--- src/rtl/dma_pkg.sv ---
// ---------------------------------------------------------------------------
// dma_pkg
// Shared definitions for the DMA priority resolver:
//   NUM_CH        - number of DMA channels (4)
//   ch_t          - channel index / rotating-priority pointer type (2 bits)
//   state_t       - arbitration state (IDLE, GRANT, SERVICE)
//   onehot_to_ch  - converts a one-hot channel vector to its channel index
// ---------------------------------------------------------------------------
package dma_pkg;

    localparam int NUM_CH = 4;

    typedef logic [1:0] ch_t;

    typedef enum logic [1:0] {
        ST_IDLE    = 2'd0,
        ST_GRANT   = 2'd1,
        ST_SERVICE = 2'd2
    } state_t;

    // Index of the set bit in a one-hot vector; returns 0 for an all-zero input.
    function automatic ch_t onehot_to_ch(input logic [NUM_CH-1:0] oh);
        ch_t idx;
        idx = '0;
        for (int i = 0; i < NUM_CH; i++) begin
            if (oh[i]) begin
                idx = ch_t'(i);
            end
        end
        return idx;
    endfunction

endpackage

--- src/rtl/dma_prio_encoder.sv ---
// ---------------------------------------------------------------------------
// dma_prio_encoder
// Combinational rotating-priority encoder. The search starts at channel
// `ptr` and proceeds upward modulo NUM_CH; the first requesting channel wins.
// Ports:
//   req   in  [NUM_CH-1:0]  effective request vector
//   ptr   in  ch_t          highest-priority channel for this search
//   grant out [NUM_CH-1:0]  one-hot winner (all zero when no request)
//   valid out               at least one request present
// ---------------------------------------------------------------------------
module dma_prio_encoder
    import dma_pkg::*;
(
    input  logic [NUM_CH-1:0] req,
    input  ch_t               ptr,
    output logic [NUM_CH-1:0] grant,
    output logic              valid
);

    // Requests rotated so that position 0 is the channel at ptr; this lets a
    // plain lowest-set-bit pick implement the circular search.
    logic [NUM_CH-1:0] rot_req;
    logic [NUM_CH-1:0] rot_first;

    generate
        for (genvar gi = 0; gi < NUM_CH; gi++) begin : g_rotate
            ch_t src_idx;
            // 2-bit addition wraps, giving the modulo-4 channel order for free
            assign src_idx     = ptr + ch_t'(gi);
            assign rot_req[gi] = req[src_idx];
        end
    endgenerate

    // Isolate the lowest set bit of the rotated vector
    assign rot_first = rot_req & (~rot_req + {{(NUM_CH-1){1'b0}}, 1'b1});

    generate
        for (genvar gi = 0; gi < NUM_CH; gi++) begin : g_unrotate
            ch_t rot_idx;
            assign rot_idx   = ch_t'(gi) - ptr;
            assign grant[gi] = rot_first[rot_idx];
        end
    endgenerate

    assign valid = |req;

endmodule

--- src/rtl/dma_priority_resolver.sv ---
// ---------------------------------------------------------------------------
// dma_priority_resolver
// Four-channel DMA request arbiter with fixed or rotating priority.
// Ports:
//   CLK               in   system clock, rising edge
//   RESET             in   synchronous active-low reset
//   DREQ[3:0]         in   external channel requests (async, polarity by cmdDreqSenseLow)
//   cmdDreqSenseLow   in   1 = DREQ active-low
//   cmdDackSenseHigh  in   1 = DACK active-high
//   cmdRotate         in   1 = rotating priority, 0 = fixed (ch0 highest)
//   cmdDisable        in   blocks new grants
//   maskReg[3:0]      in   hardware request mask (1 = masked)
//   reqReg[3:0]       in   software requests (never masked)
//   hrq               in   hold request (informational only)
//   validDACK         in   timing control: granted channel is in service
//   VALID_DREQ0..3    out  one-hot granted channel
//   DACK[3:0]         out  channel acknowledges, polarity by cmdDackSenseHigh
//   reqStatus[3:0]    out  registered unmasked request bits
// ---------------------------------------------------------------------------
module dma_priority_resolver
    import dma_pkg::*;
(
    input  logic              CLK,
    input  logic              RESET,
    input  logic [NUM_CH-1:0] DREQ,
    input  logic              cmdDreqSenseLow,
    input  logic              cmdDackSenseHigh,
    input  logic              cmdRotate,
    input  logic              cmdDisable,
    input  logic [NUM_CH-1:0] maskReg,
    input  logic [NUM_CH-1:0] reqReg,
    input  logic              hrq,
    input  logic              validDACK,
    output logic              VALID_DREQ0,
    output logic              VALID_DREQ1,
    output logic              VALID_DREQ2,
    output logic              VALID_DREQ3,
    output logic [NUM_CH-1:0] DACK,
    output logic [NUM_CH-1:0] reqStatus
);

    state_t            state_reg, state_next;
    ch_t               ptr_reg, ptr_next;
    logic [NUM_CH-1:0] grant_reg, grant_next;
    logic [NUM_CH-1:0] sampled_reg;
    logic [NUM_CH-1:0] status_reg;

    logic [NUM_CH-1:0] dreq_norm;
    logic [NUM_CH-1:0] eff_req;
    logic [NUM_CH-1:0] enc_grant;
    logic              enc_valid;
    ch_t               grant_ch;
    logic [NUM_CH-1:0] dack_active;

    // hrq does not take part in arbitration
    logic unused_hrq;
    assign unused_hrq = hrq;

    assign dreq_norm = cmdDreqSenseLow ? ~DREQ : DREQ;
    assign eff_req   = (sampled_reg & ~maskReg) | reqReg;
    assign grant_ch  = onehot_to_ch(grant_reg);

    dma_prio_encoder u_prio_encoder (
        .req   (eff_req),
        .ptr   (ptr_reg),
        .grant (enc_grant),
        .valid (enc_valid)
    );

    always_comb begin
        state_next = state_reg;
        grant_next = grant_reg;
        ptr_next   = ptr_reg;
        case (state_reg)
            ST_IDLE: begin
                grant_next = '0;
                if (!cmdDisable && enc_valid) begin
                    grant_next = enc_grant;
                    state_next = ST_GRANT;
                end
            end
            ST_GRANT: begin
                if (validDACK) begin
                    state_next = ST_SERVICE;
                end else if (!(|(eff_req & grant_reg))) begin
                    // Requester withdrew before being serviced: abandon the
                    // grant without touching the priority pointer.
                    state_next = ST_IDLE;
                    grant_next = '0;
                end
            end
            ST_SERVICE: begin
                // Grant is held here regardless of DREQ/mask/disable changes
                if (!validDACK) begin
                    state_next = ST_IDLE;
                    grant_next = '0;
                    ptr_next   = cmdRotate ? (grant_ch + 2'd1) : '0;
                end
            end
            default: begin
                state_next = ST_IDLE;
                grant_next = '0;
            end
        endcase
        // Fixed priority always searches from channel 0; this also makes a
        // 1->0 change of cmdRotate take effect on the next edge.
        if (!cmdRotate) begin
            ptr_next = '0;
        end
    end

    always_ff @(posedge CLK) begin
        if (!RESET) begin
            state_reg   <= ST_IDLE;
            ptr_reg     <= '0;
            grant_reg   <= '0;
            sampled_reg <= '0;
            status_reg  <= '0;
        end else begin
            state_reg   <= state_next;
            ptr_reg     <= ptr_next;
            grant_reg   <= grant_next;
            sampled_reg <= dreq_norm;
            status_reg  <= dreq_norm | reqReg;
        end
    end

    assign VALID_DREQ0 = grant_reg[0];
    assign VALID_DREQ1 = grant_reg[1];
    assign VALID_DREQ2 = grant_reg[2];
    assign VALID_DREQ3 = grant_reg[3];

    assign dack_active = (state_reg == ST_SERVICE) ? grant_reg : '0;
    assign DACK        = cmdDackSenseHigh ? dack_active : ~dack_active;
    assign reqStatus   = status_reg;

endmodule

--- config.mk ---
export PLATFORM = sky130hd
export DESIGN_NAME = dma_priority_resolver
export DESIGN_NICKNAME = d
export VERILOG_FILES = /design/src/rtl/dma_pkg.sv /design/src/rtl/dma_prio_encoder.sv /design/src/rtl/dma_priority_resolver.sv
export SDC_FILE = /design/constraint.sdc
export NUM_CORES = 1
export LEC_CHECK = 0
export BUFFER_PORTS_ARGS = -buffer_cell sky130_fd_sc_hd__buf_2
export CORE_UTILIZATION = 48
export DETAILED_ROUTE_END_ITERATION = 10
export PLACE_DENSITY = 0.9
export SLEW_MARGIN = 20
export SYNTH_ARGS = -nofsm -noshare
export SYNTH_HDL_FRONTEND = slang
export SYNTH_HIERARCHICAL = 1
export SYNTH_SLANG_ARGS = --single-unit
--- constraint.sdc ---
create_clock -name CLK -period 1.6 [get_ports CLK]
set_input_delay 0.08 -clock CLK [delete_from_list [all_inputs] [get_ports CLK]]
set_output_delay 0.08 -clock CLK [all_outputs]
set_load 0.02 [all_outputs]
== After elaboration in Yosys (flattened, before gate mapping) ==
Cells that the tools add are included.

* Bits of input ports: 20
* Logic and storage cells: 80
* Bits in registers: 16
* Output and inout port bits: 12

* Mux-type cells: 32
* $add $sub $neg: 9
* Eq/ne operators: 7
* Magnitude comparators: 8
* Reduce and logical (&&, ||, !) cells: 9
* Bitwise gates (word level): 10

{| class="wikitable"
|+ Operator list
! operator !! count
|-
| 2-to-1 mux 4 bit || 7
|-
| less-than comparator 2 x 3 -> 1 bit (second input constant) || 8
|-
| binary-select mux 1 bit (select 2 bit) || 8
|-
| NOT 4 bit || 4
|-
| AND 4 bit || 3
|-
| 2-to-1 mux 2 bit || 6
|-
| case mux 4 bit (3 select lines) || 1
|-
| 2-to-1 mux 1 bit || 9
|-
| inequality test 2 bit (second input constant) || 4
|-
| OR 4 bit || 2
|-
| OR reduction 4 bit || 2
|-
| case mux 2 bit (3 select lines) || 1
|-
| AND reduction 3 bit || 2
|-
| adder 2 x 1 -> 2 bit (second input constant) || 2
|-
| adder 2 bit (second input constant) || 2
|-
| adder 4 x 1 -> 4 bit (second input constant) || 1
|-
| AND reduction 2 bit || 2
|-
| subtractor 1 x 2 -> 2 bit (first input constant) || 2
|-
| subtractor 2 bit (first input constant) || 2
|-
| inequality test 3 bit (second input constant) || 1
|-
| equality test 2 x 1 -> 1 bit (second input constant) || 1
|-
| equality test 2 bit (second input constant) || 1
|-
| zero test 2 bit || 1
|-
| logical AND 1 bit || 1
|-
| other kinds (2) || 2
|}

== Longest topological paths before layout ==
* Word-level depth: 12
* Gate-level depth with buffers: 7
* Depth with buffers taken out: 7

== By module ==
Netlist, hierarchy kept.

{| class="wikitable"
|+ Modules (own cells, without submodules)
! module !! area an instance (um2) !! cells each !! instances
|-
| dma_priority_resolver || 787.0 || 82 || 1
|-
| dma_prio_encoder || 98.8 || 17 || 1
|}

== Worst setup path before layout ==
OpenSTA, ideal clock, no wires.

* Path type: flip-flop to flip-flop
* Start point: register sampled_reg[2]
* End point: register grant_reg[1]
* Setup slack: 0.151 ns
* Data arrival time: 1.330 ns
* Path buffers: 0
* Setup time: 0.119 ns
* Cell stages (with the launch flop): 8
* Required time: 1.481 ns
* Period minus slack after synthesis: 1.449 ns
* Cell sequence: dfxtp_1 -> nor2b_1 -> or2_2 -> nor2_1 -> nand2_1 -> and3_4 -> a22oi_2 -> o21ai_2

* Elaborated cells on any way between the ends: 23

{| class="wikitable"
|+ RTL lines
! element !! line !! RTL
|-
| start: declaration || dma_priority_resolver.sv:45 || <nowiki>logic [NUM_CH-1:0] sampled_reg;</nowiki>
|-
| start signal: assignment || dma_priority_resolver.sv:123 || <nowiki>sampled_reg <= dreq_norm;</nowiki>
|-
| AND 4 bit || dma_priority_resolver.sv:60 || <nowiki>assign eff_req = (sampled_reg & ~maskReg) | reqReg;</nowiki>
|-
| OR 4 bit || dma_priority_resolver.sv:60 ||
|-
| via eff_req[2] || dma_priority_resolver.sv:49 || <nowiki>logic [NUM_CH-1:0] eff_req;</nowiki>
|-
| OR reduction 4 bit || dma_prio_encoder.sv:45 || <nowiki>assign valid = |req;</nowiki>
|-
| via enc_valid || dma_priority_resolver.sv:51 || <nowiki>logic enc_valid;</nowiki>
|-
| logical AND 1 bit || dma_priority_resolver.sv:77 || <nowiki>if (!cmdDisable && enc_valid) begin</nowiki>
|-
| 2-to-1 mux 4 bit || dma_priority_resolver.sv:77 ||
|-
| case mux 4 bit (3 select lines) || dma_priority_resolver.sv:74 || <nowiki>case (state_reg)</nowiki>
|-
| end signal: assignment || dma_priority_resolver.sv:122 || <nowiki>grant_reg <= grant_next;</nowiki>
|-
| end: declaration || dma_priority_resolver.sv:44 || <nowiki>logic [NUM_CH-1:0] grant_reg, grant_next;</nowiki>
|}

The timed path passes the listed nets, and every way through them passes these cells. The select of a mux whose other input is x is not followed.
A chain may end at the register's enable or synchronous reset.

== Worst setup path in the final report ==
* Start point: register sampled_reg[0]
* End point: register grant_reg[2]

The elaborated chain is that of the path after synthesis.

==> run_results.csv <==
group,metric,value,unit
synth,synth.most_common_cell,"dfxtp_1",
power,combPwrFrac,0.197,
sta,fin_ws,115.5,ps
layout,area_growth,24.44,%
setup_path,cp_data_required_time,1790,ps
global_routing,track_usage,0.2154,
power,p_switching,0.2343,mW
route,drc,0,
synth,synth.yosys.seq_area_share,0.3616,
synth,ys_top_cells_by_count,"16 x dfxtp_1, 10 x nand2_1, 9 x nor2_1, 9 x xor2_1",
global_routing,grt_max_degree,12,
sta,fmax,0.6736,GHz
placement,numPlacedInstances,152,
synth,syn-num-nets,119,
sta,setup_tns,0,ps
clock_network,hold_buffers,0,
clock_network,post_cts_buffers,0,
die,core_area,0.001727,mm2
sta,rsz0062_at_grt,"false",
sta,drv_slew,0,
clock_network,numCtsBuffers,3,
setup_path,worst_ep_arrival_time,1670,ps
sta,setup_viol,0,
synth,synth_seq_cells,16,
synth,avgSynthCellArea,8.948,um2
synth,synth_top_area_cell,"dfxtp_1",
die,floorplan.die_area,0.002021,mm2
synth,yosysTopAreaCellShare,0.3616,
placement,place_congestion,0.7823,
clock_network,clock-sinks,16,
synth,yosysWarnings,6,
sta,fin_hold_ws,25.21,ps
route,drt_iter0_drc,14,
route,wl_per_cell,12.15,um
synth,synth_cells,99,
placement,post-place-ws,38.47,ps
clock_network,cts_tree,"built",
outcome,status,"finished, final reports clean",
setup_path,critPathMaxFanout,5,
layout,diodes,0,
placement,io_buffers,30,
clock_network,cts_repair_resize_count,0,
global_routing,grt_pass1_vias,769,
route,firstDrtPassIters,5,
setup_path,cp-start-kind,"register",
setup_path,critPathKind,"register to register",
clock_network,cts_buffer_depth,2,
synth,synth_edf_count,0,
die,fp.dieW,44.96,um
synth,netlist_area,885.9,um2
power,pwr-share-clk,0.306,
power,internal-power,0.6379,mW
die,rows,15,
sta,fin_crit,1485,ps
clock_network,insertion_delay,290,ps
hold_path,hold_class,"primary input to register",
sta,finalCritPeriodShare,0.9278,
power,power.density,791.2,mW/mm2
sta,skew,1.540,ps
global_routing,grt_pass1_wl,3.084,mm
route,num_vias,820,
die,die_h,44.96,um
power,pwr-share-seq,0.497,
flow_run,maxCapViolations,0,
layout,final_nets,152,
sta,hold_violations,0,
layout,drive_gt1_frac,0.4122,
clock_network,clk_pin_slew,90,ps
sta,worstMarginPinSlew,270.8,ps
setup_path,critPathCaptureType,"register",
global_routing,antenna_found_initial,0,
power,leakage,0.4641,nW
synth,synthArstFlopShare,0,
sta,relSlewSlack,0.8192,
route,ant_nets,0,
route,vias_per_cell,5.256,
clock_network,cts_root_buf,"clkbuf_4",
placement,hpwl,1.488,mm
global_routing,grt_overflow,0,
power,max-vdd-ir-drop,0.5864,mV
synth,yosys.cell_types.count,27,
synth,ys.flop_type,"dfxtp_1",
route,routed_wl,1.896,mm
clock_network,htree_levels,1,
layout,postLayoutCoreUtil,0.6384,
synth,synth_area_leaders,"dfxtp_1 36%, xor2_1 8.9%, a22oi_2 5.6%, nand2_1 4.2%, o21ai_2 4.0%",
layout,final_cells,156,
die,start_util,0.5130,
setup_path,reg2reg_slack,120,ps
power,switching_share,0.2686,
die,io_pins,32,
cell usage in the layout (no fill, tap or decap), types with 5 or more instances in the layout:
cell type and n:
buf_2 30, dfxtp_1 16, nand2_1 10, xor2_1 9
nor2_1 7, nor2b_1 5, o21ai_0 5, a21oi_1 5
worst paths after layout:
path | start | endpoint | cells past startpoint
worst max-delay path | sampled_reg[0] | grant_reg[2] | 7
worst min-delay path | reqReg[2] | reqStatus[2] | 2
worst max register to register | sampled_reg[0] | grant_reg[2] | 7
worst min register to register | grant_reg[0] | grant_reg[0] | 2
final cells by class:
class | instances | area (um2)
Sequential cell | 16 | 320.3
Tap cell | 25 | 31.28
Fill cell | 155 | 624.3
Inverter | 3 | 11.26
Clock buffer | 4 | 36.28
Timing Repair Buffer | 30 | 150.1
Multi-Input combinational cell | 78 | 553.0
per-layer routing:
metal / GRT usage / part of all wire
met1: 0.2357 / 0.42
met2: 0.3942 / 0.51
met3: 0.02400 / 0.054
met4: 0.1273 / 0.018
met5: 0 / 0
critical path: stages, from the launching register on:
cell	delay [ps]
dfxtp_1	300
nor2b_1	120
or2_2	330
nor2_4	120
nand2_1	70
and3_4	170
a22oi_2	200
o21ai_2	70
kinds of logic (layout without fill, tap and decap cells):
logic type | after synthesis | in the layout | synth area share
compound gates | 28 | 28 | 0.2486
xor+xnor | 9 | 9 | 0.08899
buf+inv | 5 | 37 | 0.03390
flops | 16 | 16 | 0.3616
mux | 2 | 2 | 0.02260
simple gates | 39 | 39 | 0.2444
metrics by stage:
| stage | cell area [um2] | power (mW) |
|---|---|---|
| final | 1102 | 0.8722 |
| after global routing | 1102 | 0.9087 |
| after CTS | 1085 | 0.8716 |
| after detailed placement | 1049 | 0.6084 |
| after global placement | 1049 | 0.6006 |
| after floorplan | 885.9 | 0.5509 |
power groups by stage:
stage | sequential (mW) | combinational, mW | clock (mW)
after detailed placement | 0.443 | 0.165 | 0
after global placement | 0.442 | 0.159 | 0
after global routing | 0.436 | 0.188 | 0.286
final | 0.433 | 0.172 | 0.267
after CTS | 0.434 | 0.166 | 0.272
after floorplan | 0.454 | 0.0965 | 0
Power figures use the tool's default switching activity.
